==> src/rtl/axi_grid_xy_fork.sv <==
// axi_grid_xy_fork: per-node ingress stage of the AXI grid fabric.
// Buffers one flit stream in a 2-entry FIFO and routes each flit X-first to
// the horizontal, vertical or local output. The route is decided at enqueue
// and stored with the entry, so the output side is a simple valid demux.
// Optional feature macro: AXI_GRID_FORK_ERR_EN (out-of-grid drop + err_cnt_o).
module axi_grid_xy_fork #(
  parameter type         grid_id_t = logic [7:0],
  parameter type         chan_t    = logic [7:0],
  parameter int unsigned NODE_X    = 0,
  parameter int unsigned NODE_Y    = 0,
  parameter int unsigned GRID_X    = 4,
  parameter int unsigned GRID_Y    = 4,
  localparam int         W         = $bits(grid_id_t),
  localparam int         CW        = $bits(chan_t)
) (
  input  logic          clk_i,
  input  logic          arst_ni,
  input  logic [W-1:0]  did_i,
  input  logic [W-1:0]  sid_i,
  input  logic [CW-1:0] chan_i,
  input  logic          valid_i,
  output logic          ready_o,
  output logic [W-1:0]  h_did_o,
  output logic [W-1:0]  h_sid_o,
  output logic [CW-1:0] h_chan_o,
  output logic          h_valid_o,
  input  logic          h_ready_i,
  output logic [W-1:0]  v_did_o,
  output logic [W-1:0]  v_sid_o,
  output logic [CW-1:0] v_chan_o,
  output logic          v_valid_o,
  input  logic          v_ready_i,
  output logic [W-1:0]  l_did_o,
  output logic [W-1:0]  l_sid_o,
  output logic [CW-1:0] l_chan_o,
  output logic          l_valid_o,
`ifdef AXI_GRID_FORK_ERR_EN
  output logic [7:0]    err_cnt_o,
`endif
  input  logic          l_ready_i
);

  localparam int HW = W / 2;
  localparam logic [HW-1:0] NODE_X_C = HW'(NODE_X);
  localparam logic [HW-1:0] NODE_Y_C = HW'(NODE_Y);

  // An odd ID width or an empty grid cannot describe a valid fabric node.
  if ((W % 2) != 0 || GRID_X == 0 || GRID_Y == 0) begin : g_bad_config
    $error("axi_grid_xy_fork: ID width must be even and grid non-empty");
  end

  typedef enum logic [1:0] {
    ROUTE_H = 2'd0,
    ROUTE_V = 2'd1,
    ROUTE_L = 2'd2
  } route_e;

  logic [W-1:0]  did_q   [2];
  logic [W-1:0]  did_d   [2];
  logic [W-1:0]  sid_q   [2];
  logic [W-1:0]  sid_d   [2];
  logic [CW-1:0] chan_q  [2];
  logic [CW-1:0] chan_d  [2];
  route_e        route_q [2];
  route_e        route_d [2];
  logic          wr_ptr_q, wr_ptr_d;
  logic          rd_ptr_q, rd_ptr_d;
  logic [1:0]    count_q, count_d;

  logic [HW-1:0] in_x;
  logic [HW-1:0] in_y;
  route_e        in_route;
  route_e        head_route;
  logic          head_vld;
  logic          accept;
  logic          enq;
  logic          deq;

  // X-first routing decision for the incoming flit.
  always_comb begin
    in_x     = did_i[HW-1:0];
    in_y     = did_i[W-1:HW];
    in_route = ROUTE_L;
    if (in_x != NODE_X_C) begin
      in_route = ROUTE_H;
    end else if (in_y != NODE_Y_C) begin
      in_route = ROUTE_V;
    end
  end

  // Input handshake depends only on the registered fill level.
  assign ready_o = (count_q != 2'd2);
  assign accept  = valid_i && ready_o;

`ifdef AXI_GRID_FORK_ERR_EN
  logic       in_legal;
  logic [7:0] err_cnt_q, err_cnt_d;

  // Out-of-grid destinations are swallowed instead of being stored.
  always_comb begin
    in_legal  = (32'(in_x) < GRID_X) && (32'(in_y) < GRID_Y);
    err_cnt_d = err_cnt_q;
    if (accept && !in_legal && (err_cnt_q != 8'hFF)) begin
      err_cnt_d = err_cnt_q + 8'd1;
    end
  end

  assign enq       = accept && in_legal;
  assign err_cnt_o = err_cnt_q;

  // Drop counter register, saturating at its maximum.
  always_ff @(posedge clk_i or negedge arst_ni) begin
    if (!arst_ni) begin
      err_cnt_q <= 8'd0;
    end else begin
      err_cnt_q <= err_cnt_d;
    end
  end
`else
  assign enq = accept;
`endif

  // Head entry drives every port's data; only the routed port sees valid.
  always_comb begin
    head_vld   = (count_q != 2'd0);
    head_route = route_q[rd_ptr_q];
    h_valid_o  = head_vld && (head_route == ROUTE_H);
    v_valid_o  = head_vld && (head_route == ROUTE_V);
    l_valid_o  = head_vld && (head_route == ROUTE_L);
    h_did_o    = did_q[rd_ptr_q];
    v_did_o    = did_q[rd_ptr_q];
    l_did_o    = did_q[rd_ptr_q];
    h_sid_o    = sid_q[rd_ptr_q];
    v_sid_o    = sid_q[rd_ptr_q];
    l_sid_o    = sid_q[rd_ptr_q];
    h_chan_o   = chan_q[rd_ptr_q];
    v_chan_o   = chan_q[rd_ptr_q];
    l_chan_o   = chan_q[rd_ptr_q];
    deq        = (h_valid_o && h_ready_i) ||
                 (v_valid_o && v_ready_i) ||
                 (l_valid_o && l_ready_i);
  end

  // FIFO next state: write at wr_ptr on enqueue, advance rd_ptr on dequeue.
  always_comb begin
    did_d    = did_q;
    sid_d    = sid_q;
    chan_d   = chan_q;
    route_d  = route_q;
    wr_ptr_d = wr_ptr_q;
    rd_ptr_d = rd_ptr_q;
    count_d  = count_q;
    if (enq) begin
      did_d[wr_ptr_q]   = did_i;
      sid_d[wr_ptr_q]   = sid_i;
      chan_d[wr_ptr_q]  = chan_i;
      route_d[wr_ptr_q] = in_route;
      wr_ptr_d          = ~wr_ptr_q;
    end
    if (deq) begin
      rd_ptr_d = ~rd_ptr_q;
    end
    case ({enq, deq})
      2'b10:   count_d = count_q + 2'd1;
      2'b01:   count_d = count_q - 2'd1;
      default: count_d = count_q;
    endcase
  end

  // FIFO state register; reset discards any buffered flits.
  always_ff @(posedge clk_i or negedge arst_ni) begin
    if (!arst_ni) begin
      for (int i = 0; i < 2; i++) begin
        did_q[i]   <= '0;
        sid_q[i]   <= '0;
        chan_q[i]  <= '0;
        route_q[i] <= ROUTE_H;
      end
      wr_ptr_q <= 1'b0;
      rd_ptr_q <= 1'b0;
      count_q  <= 2'd0;
    end else begin
      did_q    <= did_d;
      sid_q    <= sid_d;
      chan_q   <= chan_d;
      route_q  <= route_d;
      wr_ptr_q <= wr_ptr_d;
      rd_ptr_q <= rd_ptr_d;
      count_q  <= count_d;
    end
  end

endmodule

==> config.mk <==
export PLATFORM = sky130hd
export DESIGN_NAME = axi_grid_xy_fork
export DESIGN_NICKNAME = d
export VERILOG_FILES = /design/src/rtl/axi_grid_xy_fork.sv
export SDC_FILE = /design/constraint.sdc
export NUM_CORES = 1
export LEC_CHECK = 0
export CAP_MARGIN = 15
export CORE_MARGIN = 1.5
export CORE_UTILIZATION = 46
export CTS_BUF_LIST = sky130_fd_sc_hd__clkbuf_8
export DETAILED_ROUTE_END_ITERATION = 8
export PLACE_DENSITY = 0.82
export SYNTH_ARGS = -nofsm -noshare
export SYNTH_HDL_FRONTEND = slang
export SYNTH_SLANG_ARGS = --single-unit
==> constraint.sdc <==
create_clock -name clk_i -period 2.56 [get_ports clk_i]
set_input_delay 0.512 -clock clk_i [delete_from_list [all_inputs] [get_ports clk_i]]
set_output_delay 0.512 -clock clk_i [all_outputs]
set_load 0.03 [all_outputs]
==> results.json <==
{
  "status": "complete, no violations",
  "hold_viol": 0,
  "synth_cells": 222,
  "grt_pass1_wl_um": 7800,
  "portBuffers": 105,
  "synthSimpleGateAreaFrac": 0.0479,
  "core_mm2": 0.00603,
  "critPathLaunchType": "register",
  "dieArea_mm2": 0.00685,
  "drive_gt1_frac": 0.217,
  "dp.cells": 353,
  "fillCellCount": 488,
  "slew_headroom": 0.580,
  "num_rows": 28,
  "finalMaxSlewViolations": 0,
  "crit_required_ps": 2050,
  "grt-ovfl-total": 0,
  "syn_nets": 253,
  "synth_xor_xnor_area_share": 0.0120,
  "rsz0062_at_grt": "false",
  "layout_commonest_cell": "clkdlybuf4s50_1",
  "htree_levels": 2,
  "crit_fanout": 12,
  "synth_top_family_by_area": "multiplexers",
  "cap_viol_max_count": 0,
  "final-seq-area_mm2": 0.00140,
  "tightest_slew_ps": 630,
  "post-route-period-util": 0.968,
  "netlist_area_mm2": 0.00293,
  "final.setup.tns_ps": 0,
  "track_usage": 0.153,
  "grt_pass1_vias": 1699,
  "hold_ws_ps": 211,
  "synthAdderAreaFrac": 0.00427,
  "mostFrequentLayoutCells": "clkdlybuf4s50_1 (99), dfrtp_1 (55), mux2_1 (38)",
  "synth_seq_area_share": 0.479,
  "yosys_warnings": 0,
  "hold_class": "in -> async",
  "gp_congestion": 0.724,
  "die_h_um": 82.8,
  "synth_area_per_cell_um2": 13.2,
  "worstSkewPairLatency_ps": 310,
  "cts_tree": "done",
  "pre_cts_ws_ps": 321,
  "antenna_found_initial": 0,
  "multiInputGateArea_mm2": 0.00111,
  "first_pass_iters": 4,
  "endpoint_kind": "primary output",
  "drt_iter0_markers": 43,
  "hpwl_um": 3930,
  "synth_compound_area_frac": 0.0107,
  "synth_mux_area_frac": 0.303,
  "min_period_ps": 2480,
  "clockBufferDepth": 2,
  "finalClockSkew_ps": 5.98,
  "worst_slack_ps": 82.3,
  "synth_cell_types": 29,
  "area.growth.synth_to_final_pct": 29.7,
  "layout.cells.non_filler": 361,
  "setup_violations": 0,
  "root_buffer": "clkbuf_8",
  "drc": 0,
  "ys_ff_latch": 56,
  "cts_buffers": 5,
  "totalWireLength_um": 5230,
  "crit_type": "reg -> out",
  "fmax_ghz": 0.404,
  "path_clk_slew_ps": 100,
  "grt_max_degree": 31,
  "die_x_um": 82.8,
  "wl_per_cell_um": 14.5,
  "cts_sinks": 56,
  "vias": 1784,
  "detail-route-antenna-nets": 0,
  "vias_per_cell": 4.94,
  "cts_setup_buffers": 0,
  "io-pin-count": 106,
  "worstPathArrival_ps": 1970,
  "initial_core_util": 0.486,
  "n_antenna_cell": 0,
  "fin_nets": 316
}
==> Yosys cell counts (all sizes together) <==
master | n | area, um^2
mux2 | 75 | 845
dfrtp | 56 | 1400
buf | 54 | 403
nor2 | 7 | 33.8
mux2i | 4 | 43.8
nand2 | 4 | 17.5
o21ai | 3 | 15.0
xnor2 | 3 | 26.3
nand2b | 2 | 20.0
nor4 | 2 | 12.5
or3 | 2 | 12.5
a22o | 1 | 8.76
dlymetal6s2s | 1 | 12.5
ha | 1 | 12.5
inv | 1 | 3.75
nand3 | 1 | 17.5
nor2b | 1 | 13.8
nor3 | 1 | 5.00
o31ai | 1 | 7.51
or4 | 1 | 7.51
xor2 | 1 | 8.76
==> what timing repair did <==
action	in CTS	in global routing
cloned	0	0
pin swaps	0	0
hold buffers	0	0
endpoints found under the setup margin	33	1
resized for setup	2	1
==> critical path, stage by stage (launching register included) <==
cell,delay [ps]
dfrtp_2,460
buf_4,230
mux2_2,370
clkdlybuf4s50_1,600
==> layer usage <==
| layer | vias to the layer above | GRT usage | share of wire | wire length (um) |
|---|---|---|---|---|
| li1 | 838 | - | - | - |
| met1 | 882 | 0.192 | 0.43 | 2230 |
| met2 | 58 | 0.264 | 0.50 | 2620 |
| met3 | 6 | 0.0295 | 0.062 | 322 |
| met4 | 0 | 0.0500 | 0.011 | 60 |
| met5 | - | 0 | 0 | 0 |
==> final cells by class <==
cell class | instances | share of cell area
inverter | 1 | 0.000988
timing repair buffer | 111 | 0.289
tap | 75 | 0.0247
multi-input combinational | 110 | 0.292
clock buffer | 6 | 0.0217
sequential | 56 | 0.369
clock inverter | 2 | 0.00264
==> worst paths after layout <==
kind	start	to	slack, ps	cells after the start
min in group clk_i	did_q[14]$_DFFE_PN0P_	did_q[14]$_DFFE_PN0P_	490	1
setup / recovery	rd_ptr_q$_DFFE_PN0N_	h_did_o[4]	80	3
setup reg to reg	rd_ptr_q$_DFFE_PN0N_	count_q[1]$_DFFE_PN0P_	430	7
hold reg to reg	did_q[14]$_DFFE_PN0P_	did_q[14]$_DFFE_PN0P_	490	1
hold / removal	arst_ni	sid_q[7]$_DFFE_PN0P_	210	1
max in group asynchronous	arst_ni	rd_ptr_q$_DFFE_PN0N_	1760	2
==> registers in the layout (all words and copies together), names as in the netlist <==
register / cells
did_q: 16
route_q: 4
sid_q: 16
wr_ptr_q: 1
chan_q: 16
rd_ptr_q: 1
count_q: 2
==> stage by stage <==
step	util	cell area, um^2
after floorplan	-	2930
after global placement	0.614	3700
after detailed placement	0.614	3700
after CTS	0.630	3790
after global routing	0.630	3800
final	0.630	3800
==> kinds of logic (layout without fill, tap and decap cells) <==
kind of cell             Yosys count  count (layout)
flip-flops                        56              56
adder cells (fa/ha/maj)            1               1
multiplexers                      79              79
AO/OA/AOI/OAI                      5               5
AND/OR/NAND/NOR                   21              21
buffers and inverters             56             120
XOR/XNOR                           4               4
Power is not shown: default switching activity piles up to over one toggle a cycle in this logic, so the estimate is an artifact.
